===== config.mk =====
export PLATFORM = sky130hd
export DESIGN_NAME = link_control
export DESIGN_NICKNAME = d
export VERILOG_FILES = /design/src/rtl/link_pkg.sv /design/src/rtl/done_watchdog.sv /design/src/rtl/link_control.sv
export SDC_FILE = /design/constraint.sdc
export NUM_CORES = 1
export LEC_CHECK = 0
export ABC_CLOCK_PERIOD_IN_PS = 4700
export CORE_MARGIN = 3
export CORE_UTILIZATION = 30
export CTS_CLUSTER_DIAMETER = 150
export DETAILED_ROUTE_END_ITERATION = 8
export DONT_BUFFER_PORTS = 1
export MAX_ROUTING_LAYER = met4
export PLACE_DENSITY = 0.53
export SKIP_LAST_GASP = 1
export SYNTH_ARGS = -nofsm -noshare
export SYNTH_HDL_FRONTEND = slang
export SYNTH_HIERARCHICAL = 1
export SYNTH_SLANG_ARGS = --single-unit

===== constraint.sdc =====
create_clock -name clock -period 4.7 [get_ports clock]
set_input_delay 0.705 -clock clock [delete_from_list [all_inputs] [get_ports clock]]
set_output_delay 0.705 -clock clock [all_outputs]
set_load 0.05 [all_outputs]

===== src/rtl/link_pkg.sv =====
// Shared definitions for the player-character control path: action and facing
// codes, the sequencer state encoding and a move-classification helper.
package link_pkg;

  typedef enum logic [2:0] {
    ACT_NONE   = 3'b000,
    ACT_ATTACK = 3'b001,
    ACT_UP     = 3'b010,
    ACT_DOWN   = 3'b011,
    ACT_LEFT   = 3'b100,
    ACT_RIGHT  = 3'b101
  } action_t;

  typedef enum logic [1:0] {
    F_UP    = 2'b00,
    F_DOWN  = 2'b01,
    F_LEFT  = 2'b10,
    F_RIGHT = 2'b11
  } facing_t;

  typedef enum logic [2:0] {
    ST_RST,
    ST_INIT,
    ST_IDLE,
    ST_REG,
    ST_CHECK,
    ST_APPLY,
    ST_DMAP,
    ST_DCHAR
  } state_t;

  localparam int DIV_W     = 4;
  localparam int WDOG_W    = 16;
  localparam int OVERRUN_W = 8;

  // Only directional moves can be blocked by the collision checker.
  function automatic logic is_move(input logic [2:0] act);
    return (act == ACT_UP) || (act == ACT_DOWN) ||
           (act == ACT_LEFT) || (act == ACT_RIGHT);
  endfunction

endpackage


===== src/rtl/done_watchdog.sv =====
// Cycle counter guarding the draw handshakes; flags expiry on the TIMEOUT-th
// consecutive enabled cycle since the last clear.
module done_watchdog #(
  parameter int TIMEOUT = 65535
) (
  input  logic clock,
  input  logic reset,
  input  logic clear,
  input  logic enable,
  output logic expired
);

  localparam logic [15:0] LAST = 16'(TIMEOUT - 1);

  logic [15:0] count;

  always_ff @(posedge clock) begin
    if (reset) begin
      count <= '0;
    end else if (clear) begin
      count <= '0;
    end else if (enable) begin
      count <= count + 16'd1;
    end
  end

  assign expired = enable && (count == LAST);

endmodule


===== src/rtl/link_control.sv =====
// Frame-paced sequencer for the player character: registers and filters the
// requested action, then walks the datapath through apply and redraw phases.
module link_control
  import link_pkg::*;
#(
  parameter int MOVE_DIV = 2,
  parameter int TIMEOUT  = 65535
) (
  input  logic                 clock,
  input  logic                 reset,
  input  logic                 frame_tick,
  input  logic [2:0]           user_input,
  input  logic [1:0]           collision,
  input  logic                 map_done,
  input  logic                 char_done,
  output logic                 init,
  output logic                 idle,
  output logic                 reg_action,
  output logic                 apply_action,
  output logic                 draw_map,
  output logic                 draw_char,
  output logic [2:0]           action_out,
  output logic [OVERRUN_W-1:0] overrun,
  output logic                 timeout_err
);

  localparam logic [DIV_W-1:0] DIV_LAST = DIV_W'(MOVE_DIV - 1);

  state_t           state;
  state_t           state_next;
  logic [DIV_W-1:0] div_cnt;
  logic             pending;
  logic             tick_avail;
  logic             waiting;
  logic             wdog_clear;
  logic             wdog_expired;
  logic             wdog_abort;

  assign tick_avail = frame_tick || pending;
  assign waiting    = (state == ST_DMAP) || (state == ST_DCHAR);
  assign wdog_clear = !waiting || (state_next != state);
  assign wdog_abort = wdog_expired &&
                      (((state == ST_DMAP) && !map_done) ||
                       ((state == ST_DCHAR) && !char_done));

  done_watchdog #(
    .TIMEOUT(TIMEOUT)
  ) u_watchdog (
    .clock  (clock),
    .reset  (reset),
    .clear  (wdog_clear),
    .enable (waiting),
    .expired(wdog_expired)
  );

  always_comb begin
    state_next = state;
    case (state)
      ST_RST:   state_next = ST_INIT;
      ST_INIT:  state_next = ST_IDLE;
      ST_IDLE:  if (tick_avail && (div_cnt == DIV_LAST)) state_next = ST_REG;
      ST_REG:   state_next = ST_CHECK;
      ST_CHECK: state_next = ST_APPLY;
      ST_APPLY: state_next = ST_DMAP;
      ST_DMAP: begin
        // A done arriving on the expiry cycle still counts as success.
        if (map_done)          state_next = ST_DCHAR;
        else if (wdog_expired) state_next = ST_IDLE;
      end
      ST_DCHAR: begin
        if (char_done || wdog_expired) state_next = ST_IDLE;
      end
      default:  state_next = ST_RST;
    endcase
  end

  always_ff @(posedge clock) begin
    if (reset) begin
      state       <= ST_RST;
      div_cnt     <= '0;
      pending     <= 1'b0;
      action_out  <= ACT_NONE;
      overrun     <= '0;
      timeout_err <= 1'b0;
    end else begin
      state <= state_next;

      // In IDLE a pending tick is consumed first; a coincident fresh tick stays owed.
      if (state == ST_IDLE) begin
        if (tick_avail) begin
          div_cnt <= (div_cnt == DIV_LAST) ? '0 : div_cnt + 1'b1;
        end
        pending <= pending && frame_tick;
      end else if (frame_tick) begin
        if (pending && (overrun != '1)) begin
          overrun <= overrun + 1'b1;
        end
        pending <= 1'b1;
      end

      if (state == ST_REG) begin
        action_out <= user_input;
      end else if ((state == ST_CHECK) && (collision != 2'b00) && is_move(action_out)) begin
        action_out <= ACT_NONE;
      end

      if (wdog_abort) begin
        timeout_err <= 1'b1;
      end
    end
  end

  assign init         = (state == ST_INIT);
  assign idle         = (state == ST_IDLE);
  assign reg_action   = (state == ST_REG);
  assign apply_action = (state == ST_APPLY);
  assign draw_map     = (state == ST_DMAP);
  assign draw_char    = (state == ST_DCHAR);

endmodule


==> impl_metrics.toml, run 1 <==
[place]
io_buffers = 0
pre_cts_slack_ns = 2.34
dpl.hpwl_microns = 2550
routabilityCongestion = 0.760
dp.cells = 266

[logic_synthesis]
synth-simple-area-share = 0.299
synth-seq-cells = 36
synth-compound-area-share = 0.148
synth_area_per_cell_sq_um = 8.75
async_reset_ff_frac = 0
syn-num-nets = 215
synthCells = 202
synth_edf_count = 0
synth_mux_area_frac = 0.0396
synth_top_family_by_area = "simple AND/OR/NAND/NOR gates"
synth_xor_area_frac = 0.0495
synth.cell_area_sq_um = 1770
synth_cell_types = 49
ys.flop_type = "dfxtp_1"
synthAdderAreaFrac = 0.0212
yosysSeqAreaShare = 0.408
yosys_warnings = 6

[power_and_ir_drop]
ir_worst_vdd_mv = 0.186
total_power_mw = 0.586
p_leak_nw = 0.597
power-per-cell-area_nw_per_um2 = 306

[timing]
fin_crit_ns = 2.32
hold_violations = 0
finalCritPeriodShare = 0.494
finClkSkew_ns = 0.00690
setup_tns_ns = 0
whs_ns = 0.471
drv_slew = 0
setup-violations-final = 0
fmax_mhz = 431
max_slew_margin = 0.406
rsz0062_at_grt = "false"
fin_ws_ns = 2.38
worst_pin_slew_ns = 0.887

[cts]
cts_tree = "built"
cts_buffers = 5
htreeDepth = 2
cts.repair.resized = 0
ctsRootBufferMaster = "clkbuf_8"
cts_buffer_depth = 2
hold_buffers = 0
post_cts_buffers = 0
clk_latency_ns = 0.28
clk_pin_slew_ns = 0.07
clkSinkCount = 36

[critical_path]
critPathLaunchType = "flop"
path_delay_family = "simple AND/OR/NAND/NOR gates"
worst_r2r_startpoint = "state[2]"
cp_cell_sequence = "nand2_1, inv_1, nand3_1, nor4_1, and2_1, nand2b_1, or2_2, a211oi_1"
slowest_stage = "dfxtp_1"
crit_type = "reg2reg"
critPathLaunch = "state[2]"
critPathBufInv = 1
cp_max_fo = 11
crit_required_ns = 4.86
endpoint_kind = "flop"
crit_path_max_incr_delay_ns = 0.46
arrival_ns = 2.48

[die]
die_area_sq_um = 6850
rows = 27
fp.dieW_microns = 82.8
start_util = 0.315
core-area_sq_um = 5610
die_h_microns = 82.8
ios = 28

[cells_and_area]
fin_cells = 274
ff_latch_area_sq_um = 721
num_antenna_cells = 0
layout_commonest_cell = "dfxtp_1"
final_nets = 214
layout_common_cells = "dfxtp_1 (36), nor2_1 (22), a21oi_1 (15), nand2_1 (13)"
drive_above_1_share = 0.0891
multi_input_area_sq_um = 990
fillers = 621
syn_to_final_growth_pct = 8.21

[drt]
drc = 0
drtAntennaViolNets = 0
dr.pass1.iters = 4
routedWlPerCell_microns = 13.1
routed_wl_microns = 3580
drt_iter0_markers = 66
dr_total_vias = 1420
via_per_inst = 5.18

[grt]
antenna_found_initial = 0
grt.overflow.total = 0
grt_max_degree = 28
grt_pass1_wl_microns = 6160
grt_pass1_vias = 1378
grt_usage = 0.119

[worst_hold_path]
worstHoldStart = "u_watchdog/count[15]"
hold_class = "reg2reg"

[run]
drv_cap = 0

[run_status]
status = "completed"
==> per-stage QoR <==
step / utilization / area (sq um)
after global routing: 0.341 / 1910
after floorplan: - / 1770
after global placement: 0.326 / 1830
final: 0.341 / 1910
after detailed placement: 0.326 / 1830
after CTS: 0.341 / 1910
==> final cells by class <==
type                       instances  share of cell area
inverter                           6              0.0144
tap                               72              0.0471
clock buffer                       7              0.0399
sequential                        36               0.377
clock inverter                     1             0.00458
multi-input combinational        152               0.517
==> synthesized netlist by cell type (3+ instances only) <==
library cell	n	area [sq um]
inv_1	5	18.8
nor4_1	5	31.3
o21ai_0	5	25.0
o31ai_1	4	30.0
ha_1	3	37.5
a21oi_1	15	75.1
or3_1	9	56.3
nand3_1	9	45.0
or4_1	4	30.0
clkbuf_1	6	22.5
nand4_1	8	50.1
nand2_1	13	48.8
nor2_1	22	82.6
dfxtp_1	36	721
a22oi_1	3	22.5
xor2_1	8	70.1
mux2i_1	7	70.1
==> flip-flops by register name, summed over array words and instances, names as in the netlist <==
register          cells
state                 3
pending               1
timeout_err           1
overrun               8
action_out            3
div_cnt               4
u_watchdog/count     16
==> layer usage <==
layer | global-route usage | vias up | routed length, microns | part of all wire
met5 | - | - | 0 | 0
met4 | 0.0376 | 0 | 15 | 0.0042
met3 | 0.0412 | 2 | 171 | 0.048
met2 | 0.185 | 22 | 1690 | 0.47
met1 | 0.143 | 652 | 1700 | 0.48
li1 | - | 744 | - | -
==> cell families after synthesis <==
logic type | count (synthesis)
compound gates | 40
xor+xnor | 10
fa+ha+maj | 3
buf+inv | 14
flops | 36
mux | 7
simple gates | 92
==> worst reg2reg max path: cells and delay by family, from the launching register on <==
family / cells / cell delay, ns
simple gates: 6 / 1.43
compound gates: 1 / 0.08
buf+inv: 1 / 0.25
flops: 1 / 0.46
==> path summary, 6_finish.rpt <==
path                                        endpoint  slack [ns]  cells after the start
worst max-delay path             u_watchdog/count[1]        2.38                      8
worst min-delay path            u_watchdog/count[15]        0.47                      2
worst max register to register   u_watchdog/count[1]        2.38                      8
worst min register to register  u_watchdog/count[15]        0.47                      2
==> where the power goes <==
part	switching, mW	internal, mW	total (mW)
clock	0.108	0.106	0.213
sequential	0.0169	0.312	0.329
combinational	0.0293	0.0147	0.0439
Note: power is estimated with default switching activity, not from simulation.
==> run 2: changes to the inputs <==
--- a/config.mk
+++ b/config.mk
@@ -5,14 +5,14 @@
 export SDC_FILE = /design/constraint.sdc
 export NUM_CORES = 1
 export LEC_CHECK = 0
-export ABC_CLOCK_PERIOD_IN_PS = 4700
+export ABC_CLOCK_PERIOD_IN_PS = 2000
 export CORE_MARGIN = 3
 export CORE_UTILIZATION = 30
 export CTS_CLUSTER_DIAMETER = 150
 export DETAILED_ROUTE_END_ITERATION = 8
 export DONT_BUFFER_PORTS = 1
 export MAX_ROUTING_LAYER = met4
-export PLACE_DENSITY = 0.53
+export PLACE_DENSITY = 0.54
 export SKIP_LAST_GASP = 1
 export SYNTH_ARGS = -nofsm -noshare
 export SYNTH_HDL_FRONTEND = slang
==> constraint.sdc (replaced) <==
create_clock -name clock -period 2 [get_ports clock]
set_input_delay 0.3 -clock clock [delete_from_list [all_inputs] [get_ports clock]]
set_output_delay 0.3 -clock clock [all_outputs]
set_load 0.05 [all_outputs]
==> run 2 against run 1 <==
  * Non-clock buffer count up 24
  * Clock skew up 0.0058 ns
  * First-iteration DRC count down 32%
  * Sequential share of layout area down 3.6 points
  * Global-route usage up 0.34 points
  * Maximum frequency up 27%
  * Register-to-register slack worse by 2.2 ns
  * Power rose to 2.6 times the previous value
  * Sequential power up 130%
  * Clock power rose to 3.0 times the previous value
  * Worst hold slack worse by 0.39 ns
  * Clock-buffer cell count down 1
  * Highest routed layer unchanged
==> impl_metrics.toml, run 2 (synthesized netlist as in run 1, its figures left out) <==
[run_status]
status = "completed"

[place]
routabilityCongestion = 0.772
dpl.hpwl_microns = 2770
io_buffers = 0
pre_cts_slack_ns = 0.0898

[critical_path]
crit_path_max_incr_delay_ns = 0.35
crit_type = "reg2reg"
crit_required_ns = 2.19
arrival_ns = 2.01
endpoint_kind = "flop"
slowest_stage = "or2_4"
cp_max_fo = 11
cp_cell_sequence = "inv_1, ha_1, nand4_1, nor4_1, and2_1, nand2b_1, or2_4, a211oi_1"
r2r_setup_slack_ns = 0.18
critPathLaunchType = "flop"
path_delay_family = "simple AND/OR/NAND/NOR gates"
critPathBufInv = 1

[cells_and_area]
top_regs = "u_watchdog/count: 16 flops, overrun: 8 flops, div_cnt: 4 flops"
regMostFlops = "u_watchdog/count"
syn_to_final_growth_pct = 19.8
drive_above_1_share = 0.190
final_nets = 238
layout_commonest_cell = "dfxtp_1"
layout_common_cells = "dfxtp_1 (36), buf_4 (24), nor2_1 (22), a21oi_1 (15), nand2_1 (13)"
num_antenna_cells = 0
largest_register_ffs = 16

[cts]
hold_buffers = 0
cts_tree = "built"
clkSinkCount = 36
clk_pin_slew_ns = 0.08
cts_buffers = 5
post_cts_buffers = 0
cts.repair.resized = 0
clk_latency_ns = 0.29
ctsRootBufferMaster = "clkbuf_8"
cts_buffer_depth = 2
htreeDepth = 2

[worst_hold_path]
hold_class = "in2reg"

[timing]
setup-violations-final = 0
finClkSkew_ns = 0.0127
fmax_mhz = 549
fin_crit_ns = 1.82
finalCritPeriodShare = 0.911
fin_ws_ns = 0.177
hold_violations = 0
setup_tns_ns = 0
drv_slew = 0
rsz0062_at_grt = "false"
max_slew_margin = 0.648
worst_pin_slew_ns = 0.528

[drt]
drt_iter0_markers = 45
via_per_inst = 5.06
drtAntennaViolNets = 0
routed_wl_microns = 3790
routedWlPerCell_microns = 12.7
dr_total_vias = 1508
drc = 0
dr.pass1.iters = 4

[grt]
antenna_found_initial = 0
grt_pass1_vias = 1396
grt.overflow.total = 0
grt_usage = 0.122
grt_pass1_wl_microns = 6400
grt_max_degree = 28

[power_and_ir_drop]
p_switching_mw = 0.376
sequentialPowerShare = 0.491
switching_share = 0.246
combPwrFrac = 0.094
clockPowerShare = 0.415
p_leak_nw = 0.738
power-per-cell-area_nw_per_um2 = 722
ir_worst_vdd_mv = 0.401
internal_power_mw = 1.15

[run]
drv_cap = 0

[die]
rows = 27
ios = 28
core-area_sq_um = 5610
die_h_microns = 82.8
start_util = 0.315
die_area_sq_um = 6850
fp.dieW_microns = 82.8
run 2: changes by cell type in the layout (fill, tap and decap cells not counted):
| cell | change |
|---|---|
| clkinv_2 | +1 |
| bufinv_16 | +1 |
| or2_4 | +1 |
| clkinv_4 | -1 |
| or2_2 | -1 |
| buf_4 | +24 |
| clkbuf_1 | -1 |
run 2: worst paths after layout:
check | from | end | depth (start not counted)
worst min register to register | u_watchdog/count[15] | u_watchdog/count[15] | 2
worst min-delay path | reset | state[0] | 1
worst max register to register | u_watchdog/count[0] | u_watchdog/count[1] | 8
worst max-delay path | u_watchdog/count[0] | u_watchdog/count[1] | 8
run 2: layout make-up:
class / count / area [sq um]
Clock inverter: 2 / 35.0
Inverter: 6 / 27.5
Timing Repair Buffer: 24 / 180
Multi-Input combinational cell: 152 / 992
Clock buffer: 6 / 72.6
Fill cell: 616 / 3490
Tap cell: 72 / 90.1
Sequential cell: 36 / 721
run 2: metal layers:
metal	global-route usage	up-vias	wire length, microns
met1	0.154	691	1890
li1	-	788	-
met4	0.0343	0	28
met5	-	-	0
met2	0.192	25	1720
met3	0.0325	4	149
run 2: power by group through the flow:
stage / Sequential (mW) / Combinational, mW / Clock [mW]
2_1_floorplan: 0.776 / 0.112 / 0
3_3_place_gp: 0.767 / 0.145 / 0
3_5_place_dp: 0.768 / 0.145 / 0
4_1_cts: 0.751 / 0.146 / 0.657
5_1_grt: 0.753 / 0.158 / 0.673
6_report: 0.751 / 0.144 / 0.634
run 2: stage by stage:
step	utilization	hold slack, ns	std cells	cell area (sq um)	total power [mW]
4_1_cts	0.377	0.0636	298	2120	1.55
6_report	0.378	0.0784	298	2120	1.53
5_1_grt	0.378	0.0645	298	2120	1.58
2_1_floorplan	-	0.439	202	1770	0.888
3_3_place_gp	0.358	0.379	290	2010	0.913
3_5_place_dp	0.358	0.380	290	2010	0.913
==> run 3: changes to the inputs <==
--- a/config.mk
+++ b/config.mk
@@ -12,7 +12,7 @@
 export DETAILED_ROUTE_END_ITERATION = 8
 export DONT_BUFFER_PORTS = 1
 export MAX_ROUTING_LAYER = met4
-export PLACE_DENSITY = 0.54
+export PLACE_DENSITY_LB_ADDON = 0.12
 export SKIP_LAST_GASP = 1
 export SYNTH_ARGS = -nofsm -noshare
 export SYNTH_HDL_FRONTEND = slang
==> run 3 against run 2 <==
  * First-iteration DRC count up 56%
  * Clock power grew 1%
  * Power is 1.1% higher
  * Flip-flop and latch count did not move
  * Final cell count increased by 0.67%
  * Critical path depth down 2
  * Routed wire length rose by 12%
  * Largest cell class unchanged
  * Largest power group unchanged
==> impl_metrics.toml, run 3 (synthesized netlist as in run 1, its figures left out) <==
[run_status]
status = "completed"

[critical_path]
crit_type = "reg2reg"
worst_r2r_startpoint = "state[1]"
cp_max_fo = 8
arrival_ns = 2.05
ff2ff_path_depth = 6
critPathLaunchType = "flop"
r2r_end = "state[0]"
endpoint_kind = "flop"
r2r_setup_slack_ns = 0.18
crit_required_ns = 2.23

[cts]
clk_pin_slew_ns = 0.08
cts_buffers = 5
htreeDepth = 2
clk_latency_ns = 0.29
cts.repair.resized = 0
post_cts_buffers = 0
clkSinkCount = 36
cts_tree = "built"
cts_buffer_depth = 2
hold_buffers = 0
ctsRootBufferMaster = "clkbuf_8"

[die]
die_area_sq_um = 6850
core-area_sq_um = 5610
start_util = 0.315
ios = 28
die_h_microns = 82.8
fp.dieW_microns = 82.8
rows = 27

[timing]
worst_pin_slew_ns = 0.518
finClkSkew_ns = 0.0130
drv_slew = 0
fin_crit_ns = 1.82
hold_violations = 0
finalCritPeriodShare = 0.912
max_slew_margin = 0.654
setup-violations-final = 0
fmax_mhz = 548
rsz0062_at_grt = "false"
whs_ns = 0.0675
setup_tns_ns = 0

[cells_and_area]
top_regs = "u_watchdog/count: 16 flops, overrun: 8 flops, div_cnt: 4 flops"
utilization = 0.382
layout_commonest_cell = "dfxtp_1"
regMostFlops = "u_watchdog/count"
final_nets = 240
drive_above_1_share = 0.206
largest_register_ffs = 16
syn_to_final_growth_pct = 21.2
layout_common_cells = "dfxtp_1 (36), buf_4 (26), nor2_1 (22), a21oi_1 (15), nand2_1 (13)"
num_antenna_cells = 0

[grt]
grt_pass1_vias = 1524
grt_pass1_wl_microns = 6900
grt_max_degree = 28
grt.overflow.total = 0
grt_usage = 0.135
antenna_found_initial = 0

[drt]
via_per_inst = 5.17
routed_wl_microns = 4260
drt_iter0_markers = 70
routedWlPerCell_microns = 14.2
drc = 0
drtAntennaViolNets = 0
dr.pass1.iters = 4
dr_total_vias = 1550

[place]
io_buffers = 0
routabilityCongestion = 0.787
dpl.hpwl_microns = 3130

[worst_hold_path]
hold_class = "in2reg"
worstHoldStart = "reset"
hold_end = "timeout_err"
min_path_cells = 1

[run]
drv_cap = 0

[power_and_ir_drop]
p_leak_nw = 0.747
power-per-cell-area_nw_per_um2 = 722
ir_worst_vdd_mv = 0.337
-- run 3: changes by cell type in the layout (fill, tap and decap cells not counted) --
cell,delta
nor4_2,+1
buf_4,+2
clkinvlp_4,+1
nor4_1,-1
clkbuf_1,-1
-- run 3: through the flow --
stage	setup WS (ns)	instances	total power, mW	instance area, sq um
after floorplan	0.0167	202	0.888	1770
after global placement	0.201	292	0.916	2020
after detailed placement	0.169	292	0.922	2020
after CTS	0.158	300	1.58	2130
after global routing	0.0446	300	1.62	2140
final	0.176	300	1.55	2140
-- run 3: worst max path at each step --
stage	start	end	cells after the start	slack (ns)
6_report	state[1]	state[0]	6	0.18
2_1_floorplan	state[2]	u_watchdog/count[11]	10	0.02
5_1_grt	state[1]	state[0]	6	0.04
3_5_place_dp	u_watchdog/count[0]	u_watchdog/count[1]	8	0.17
4_1_cts	u_watchdog/count[0]	u_watchdog/count[1]	8	0.16
3_3_place_gp	state[2]	state[0]	6	0.20
-- run 3: worst max-delay path: stages, from the launching register on --
cell	delay [ns]
dfxtp_1	0.34
buf_4	0.15
or3b_4	0.45
inv_6	0.16
nand2_2	0.07
or4_1	0.44
a21oi_1	0.14
-- run 3: final cells by class --
class	count	area (sq um)
Fill cell	612	3460
Clock buffer	5	68.8
Timing Repair Buffer	26	195
Multi-Input combinational cell	152	998
Inverter	6	27.5
Sequential cell	36	721
Tap cell	72	90.1
Clock inverter	3	42.5
-- run 3: metal layers --
metal | vias to the layer above | share of wire | routed length [microns] | global-route usage
li1 | 792 | - | - | -
met1 | 733 | 0.47 | 2010 | 0.172
met2 | 23 | 0.48 | 2050 | 0.206
met3 | 2 | 0.042 | 177 | 0.0390
met4 | 0 | 0.0049 | 21 | 0.0408
met5 | - | 0 | 0 | -
-- run 3: power breakdown --
part	switching (mW)	internal, mW
Combinational	0.103	0.0542
Sequential	0.0145	0.732
Clock	0.274	0.369
